<file path="src/rtl/sample_packer.sv">
// Serial-to-parallel sample packer: gathers BUS_WIDTH samples into one group,
// drops partial groups cut short by i_last, and keeps a saturating drop count.
module sample_packer #(
    parameter int BUS_WIDTH  = 4,
    parameter int DATA_WIDTH = 6,
    parameter int CNT_WIDTH  = 8
) (
    input  logic                         clk,
    input  logic                         rst,
    input  logic                         i_valid,
    input  logic [DATA_WIDTH-1:0]        i_data,
    input  logic                         i_last,
    input  logic                         i_clr,
    output logic                         o_valid,
    output logic [DATA_WIDTH-1:0]        o_data [0:BUS_WIDTH-1],
    output logic                         o_drop,
    output logic [CNT_WIDTH-1:0]         o_drop_count,
    output logic [$clog2(BUS_WIDTH):0]   o_fill
);

    localparam int IDX_W  = (BUS_WIDTH > 1) ? $clog2(BUS_WIDTH) : 1;
    localparam int FILL_W = $clog2(BUS_WIDTH) + 1;
    localparam logic [IDX_W-1:0]     LAST_IDX = IDX_W'(BUS_WIDTH - 1);
    localparam logic [CNT_WIDTH-1:0] CNT_MAX  = {CNT_WIDTH{1'b1}};

    generate
        if ((BUS_WIDTH < 1) || ((BUS_WIDTH & (BUS_WIDTH - 1)) != 0)) begin : g_bad_width
            $fatal(1, "sample_packer: BUS_WIDTH must be a power of 2");
        end
    endgenerate

    logic [IDX_W-1:0]      idx_q, idx_d;
    logic [DATA_WIDTH-1:0] stage_q [0:BUS_WIDTH-1];
    logic [DATA_WIDTH-1:0] stage_d [0:BUS_WIDTH-1];
    logic [DATA_WIDTH-1:0] data_q  [0:BUS_WIDTH-1];
    logic [DATA_WIDTH-1:0] data_d  [0:BUS_WIDTH-1];
    logic                  valid_q, valid_d;
    logic                  drop_q, drop_d;
    logic [CNT_WIDTH-1:0]  cnt_q, cnt_d;

    always_comb begin
        idx_d   = idx_q;
        stage_d = stage_q;
        data_d  = data_q;
        valid_d = 1'b0;
        drop_d  = 1'b0;
        cnt_d   = cnt_q;
        // Clear wins over an incoming sample; the sample is simply ignored.
        if (i_clr) begin
            idx_d = '0;
            cnt_d = '0;
        end else if (i_valid) begin
            stage_d[idx_q] = i_data;
            if (idx_q == LAST_IDX) begin
                data_d  = stage_d;
                valid_d = 1'b1;
                idx_d   = '0;
            end else if (i_last) begin
                idx_d  = '0;
                drop_d = 1'b1;
                if (cnt_q != CNT_MAX) begin
                    cnt_d = cnt_q + 1'b1;
                end
            end else begin
                idx_d = idx_q + 1'b1;
            end
        end
    end

    always_ff @(posedge clk or posedge rst) begin
        if (rst) begin
            idx_q   <= '0;
            stage_q <= '{default: '0};
            data_q  <= '{default: '0};
            valid_q <= 1'b0;
            drop_q  <= 1'b0;
            cnt_q   <= '0;
        end else begin
            idx_q   <= idx_d;
            stage_q <= stage_d;
            data_q  <= data_d;
            valid_q <= valid_d;
            drop_q  <= drop_d;
            cnt_q   <= cnt_d;
        end
    end

    assign o_valid      = valid_q;
    assign o_data       = data_q;
    assign o_drop       = drop_q;
    assign o_drop_count = cnt_q;
    assign o_fill       = FILL_W'(idx_q);

endmodule

</file>
<file path="config.mk">
export PLATFORM = sky130hd
export DESIGN_NAME = sample_packer
export DESIGN_NICKNAME = d
export VERILOG_FILES = /design/src/rtl/sample_packer.sv
export SDC_FILE = /design/constraint.sdc
export NUM_CORES = 1
export LEC_CHECK = 0
export BUFFER_PORTS_ARGS = -buffer_cell sky130_fd_sc_hd__buf_4
export CORE_UTILIZATION = 54
export DETAILED_ROUTE_END_ITERATION = 12
export PLACE_DENSITY = 0.79
export SYNTH_ARGS = -nofsm -noshare
export SYNTH_HDL_FRONTEND = slang
export SYNTH_SLANG_ARGS = --single-unit
</file>
<file path="constraint.sdc">
create_clock -name clk -period 2.01 [get_ports clk]
set_clock_uncertainty 0.15 [all_clocks]
set_input_delay 0.201 -clock clk [delete_from_list [all_inputs] [get_ports clk]]
set_output_delay 0.201 -clock clk [all_outputs]
set_load 0.005 [all_outputs]
</file>
# Word-level counts from Yosys, hierarchy flattened
# Index checks and enable logic that the tools add are counted.
[op_classes] n_addsub=2 order_cmp=2 n_eq_ne=3 mux=19 bitwise=2 reduce_logical=7
[op_table] op="two-way mux 8 bit" count=5
[op_table] op="bitwise mux 24 bit" count=1
[op_table] op="demux 6 bit (select 2 bit)" count=1
[op_table] op="adder 8 x 1 -> 8 bit, second input constant" count=1
[op_table] op="two-way mux 2 bit" count=4
[op_table] op="inequality test 8 bit, second input constant" count=1
[op_table] op="two-way mux 1 bit" count=7
[op_table] op="two-way mux 6 bit" count=1
[op_table] op="nonzero test 2 bit" count=3
[op_table] op="AND reduction 4 bit" count=1
[op_table] op=">= comparator 3 bit, second input constant" count=1
[op_table] op="< comparator 3 x 1 -> 1 bit, second input constant" count=1
[op_table] op="inverter 2 -> 3 bit" count=1
[op_table] op="AND reduction 3 bit" count=1
[op_table] op="adder 2 x 1 -> 2 bit, second input constant" count=1
[op_table] op="== test 2 bit, second input constant" count=1
[op_table] op="inequality test 2 bit, second input constant" count=1
[op_table] op="AND reduction 2 bit" count=1
[op_table] op="logical AND 1 bit" count=1
[op_table] op="inverter 1 bit" count=1
[totals] register_bits=60 input_bits=11 out_inout_bits=37

# Logic depth before layout (Yosys ltp)
[logic_depth] word_depth=6 mapped_depth=6 ltp_nobuf=4

# Worst setup path after synthesis
# Ideal clock, no wire load.
[synth_timing] path_type="register to register" start="reg idx_q[0]" end="reg cnt_q[4], in the netlist o_drop_count[4]" arrival_ns=1.471 path_slack_ns=0.264 path_stages_with_launch=5 n_path_buf=0 synth_period_minus_slack_ns=1.746 path_cell_list="dfrtp_1 -> ha_1 -> nand3b_1 -> a211oi_1 -> mux2_2"
[synth_via] elab_chain_len=3
[synth_rtl] element="start, declared" line="32" text="logic [IDX_W-1:0] idx_q, idx_d;"
[synth_rtl] element="start signal, assigned" line="79" text="idx_q <= idx_d;"
[synth_rtl] element="== test 2 bit" line="54" text="if (idx_q == LAST_IDX) begin"
[synth_rtl] element="inequality test 2 bit (no line)"
[synth_rtl] element="AND reduction 4 bit (no line)"
[synth_rtl] element="end signal, assigned" line="84" text="cnt_q <= cnt_d;"
[synth_rtl] element="end, declared" line="39" text="logic [CNT_WIDTH-1:0] cnt_q, cnt_d;"
# No other way between the ends.
# A chain may end at the register's enable or synchronous reset.

# Final worst setup path
[layout_timing] start="reg idx_q[1]" end="reg cnt_q[4], in the netlist o_drop_count[4]"
# The elaborated chain is that of the path after synthesis.

==> results.cfg <==
[hold_path]
hold_path_depth = 2
hp-class = primary input to register

[clock_network]
root_buffer = clkbuf_8
cts_setup_buffers = 0
clk_pin_slew_worst_paths_ns = 0.09
cts_tree = done
clkSinkCount = 54
cts.hold.buffers_added = 1
clk_path_buf_depth = 2
cts-buffers-inserted = 5
cts_max_level = 2
worstSkewPairLatency_ns = 0.30
cts-resized-gates = 0

[critical_path]
slowest_stage = dfrtp_1
end_kind = register
cp.required_ns = 2.05
critPathBufInv = 0
ff2ff_path_depth = 4
critPathKind = register to register
crit_fanout = 5
crit_family = flip-flops
start_kind = register
crit_cells = 4
crit_chain = ha_1 > nand3b_1 > a211oi_1 > mux2_2
cp_data_arrival_time_ns = 1.86
slowest_delay_ns = 0.44

[pwr]
leakage_nw = 1.457
finalPower_mw = 2.032
power_density_nw_per_um2 = 689.4
peakVddDrop_v = 0.0003762
swShare_pct = 23.36
clockPowerShare_pct = 27.5
p_seq_share_pct = 59.9
power.switching_mw = 0.4745
p_int_mw = 1.557
comb_power_share_pct = 12.6

[placement]
post-place-ws_ns = 0.1968
routabilityCongestion = 0.8426
port_buffers = 46
hpwl_um = 3144

[routing]
drt_iter0_drc = 90
num_vias = 1647
route.detailed.drc = 0
viasPerCell = 5.418
totalWireLength_um = 4548
first_pass_iters = 4
ant_nets = 0
wl_per_cell_um = 14.96

[outcome]
outcome = finished, final reports clean

[floorplanning]
coreArea_sq_um = 4354
die_w_um = 69.22
initial_core_util_pct = 56.03
ios = 48
die_h_um = 69.22
rows = 24
dieArea_sq_um = 4791

[global_route]
grt_start_max_net_pins = 55
grt_pass1_wl_um = 7755
grt_pass1_vias = 1574
track_usage_pct = 20.74
grt-ovfl-total = 0
antenna_found_initial = 0

[logic_synthesis]
ys.warnings.count = 0
ys_ff_latch = 54
netlist_instances = 203
synth_cell_types = 31
syn-num-nets = 219
syn_area_sq_um = 2440
avgSynthCellArea_sq_um = 12.02
synth-seq-area-share_pct = 55.38

[layout]
final_util_pct = 67.67
regArea_sq_um = 1351
syn2layout_area_growth_pct = 20.77
multi_input_area_sq_um = 1002
antennaDiodeCount = 0
drive_above_1_share_pct = 34.13
final_nets = 268
fillers = 352
layout_commonest_cell = dfrtp_1
final_cell_mix = dfrtp_1 (54), buf_4 (51), mux2_2 (25)

[sta]
hold_viol = 0
min_period_ns = 1.821
rsz0062_at_grt = false
fin_crit_sh_pct = 90.59
tns_ns = 0
fmaxAchievable_mhz = 549.2
hold_slack_ns = 0.01953
slew_violations = 0
finalSetupViolCount = 0
fin_ws_ns = 0.1891

[run]
cap_violations = 0
==> worst register-to-register path, cell delays in order, from the launching register on <==
cell	delay (ns)
dfrtp_1	0.44
ha_1	0.26
nand3b_1	0.27
a211oi_1	0.24
mux2_2	0.36
==> synth_stat cells (all sizes together) <==
master | count | area [sq um]
and4 | 1 | 8.760
ha | 5 | 62.56
a41oi | 3 | 45.05
o21ai | 18 | 90.09
nand2 | 24 | 90.09
a211oi | 3 | 22.52
inv | 5 | 18.77
conb | 1 | 3.750
nor4b | 1 | 8.760
dfrtp | 54 | 1351
and3b | 1 | 8.760
and3 | 3 | 18.77
nand2b | 2 | 12.51
and2b | 1 | 7.510
clkbuf | 4 | 16.26
a311oi | 3 | 26.28
nor2 | 6 | 22.52
and2 | 2 | 12.51
mux2 | 26 | 296.5
nand3 | 3 | 15.01
a31oi | 1 | 6.260
mux2i | 19 | 190.2
buf | 8 | 51.29
nand3b | 2 | 15.01
a21oi | 4 | 20.02
nor2b | 3 | 18.77
==> final timing paths <==
path	from	end	slack (ns)
setup / recovery	idx_q[1]	o_drop_count[4]	0.19
hold / removal	i_clr	o_drop_count[2]	0.02
setup reg to reg	idx_q[1]	o_drop_count[4]	0.19
hold reg to reg	o_data[21]	o_data[21]	0.34
max in group asynchronous	rst	o_data[8]	1.12
min in group asynchronous	rst	o_data[22]	0.35
==> power groups by stage <==
| stage | clock (mW) | combinational, mW | sequential (mW) |
|---|---|---|---|
| floorplan | 0 | 0.166 | 1.23 |
| global placement | 0 | 0.251 | 1.23 |
| detailed placement | 0 | 0.260 | 1.24 |
| CTS | 0.581 | 0.262 | 1.22 |
| global route | 0.628 | 0.285 | 1.23 |
| finish | 0.559 | 0.256 | 1.22 |
==> per-layer routing <==
layer / vias to the layer above / GRT usage, % / part of all wire [%]
li1: 801 / - / -
met3: 6 / 4.651 / 4.2
met2: 49 / 32.58 / 48
met5: - / 0 / 0
met4: 0 / 6.803 / 1.4
met1: 791 / 28.80 / 46
==> through the flow <==
| stage | std cells | instance area, sq um |
|---|---|---|
| after CTS | 304 | 2947 |
| final | 304 | 2947 |
| after detailed placement | 296 | 2860 |
| after global routing | 304 | 2947 |
| after floorplan | 203 | 2440 |
| after global placement | 296 | 2860 |
==> flip-flops by register name (all words and copies together) (netlist names) <==
signal / count
o_drop_count: 8
o_valid: 1
o_drop: 1
o_data: 24
idx_q: 2
stage_q: 18
==> area by class of cell <==
cell class | count | share of cell area, %
Tap cell | 52 | 2.208
Multi-Input combinational cell | 132 | 34.01
Timing Repair Buffer | 54 | 14.69
Inverter | 5 | 0.6369
Sequential cell | 54 | 45.86
Clock buffer | 7 | 2.590
==> cells by family (layout without fill, tap and decap cells) <==
logic type,after synthesis,after routing,share of synthesized area [%]
simple gates,49,49,9.795
other cells,1,1,0.1537
fa+ha+maj,5,5,2.564
flops,54,54,55.38
compound gates,32,32,8.616
buf+inv,17,66,3.538
mux,45,45,19.95
Note: power is estimated with default switching activity, not from simulation.
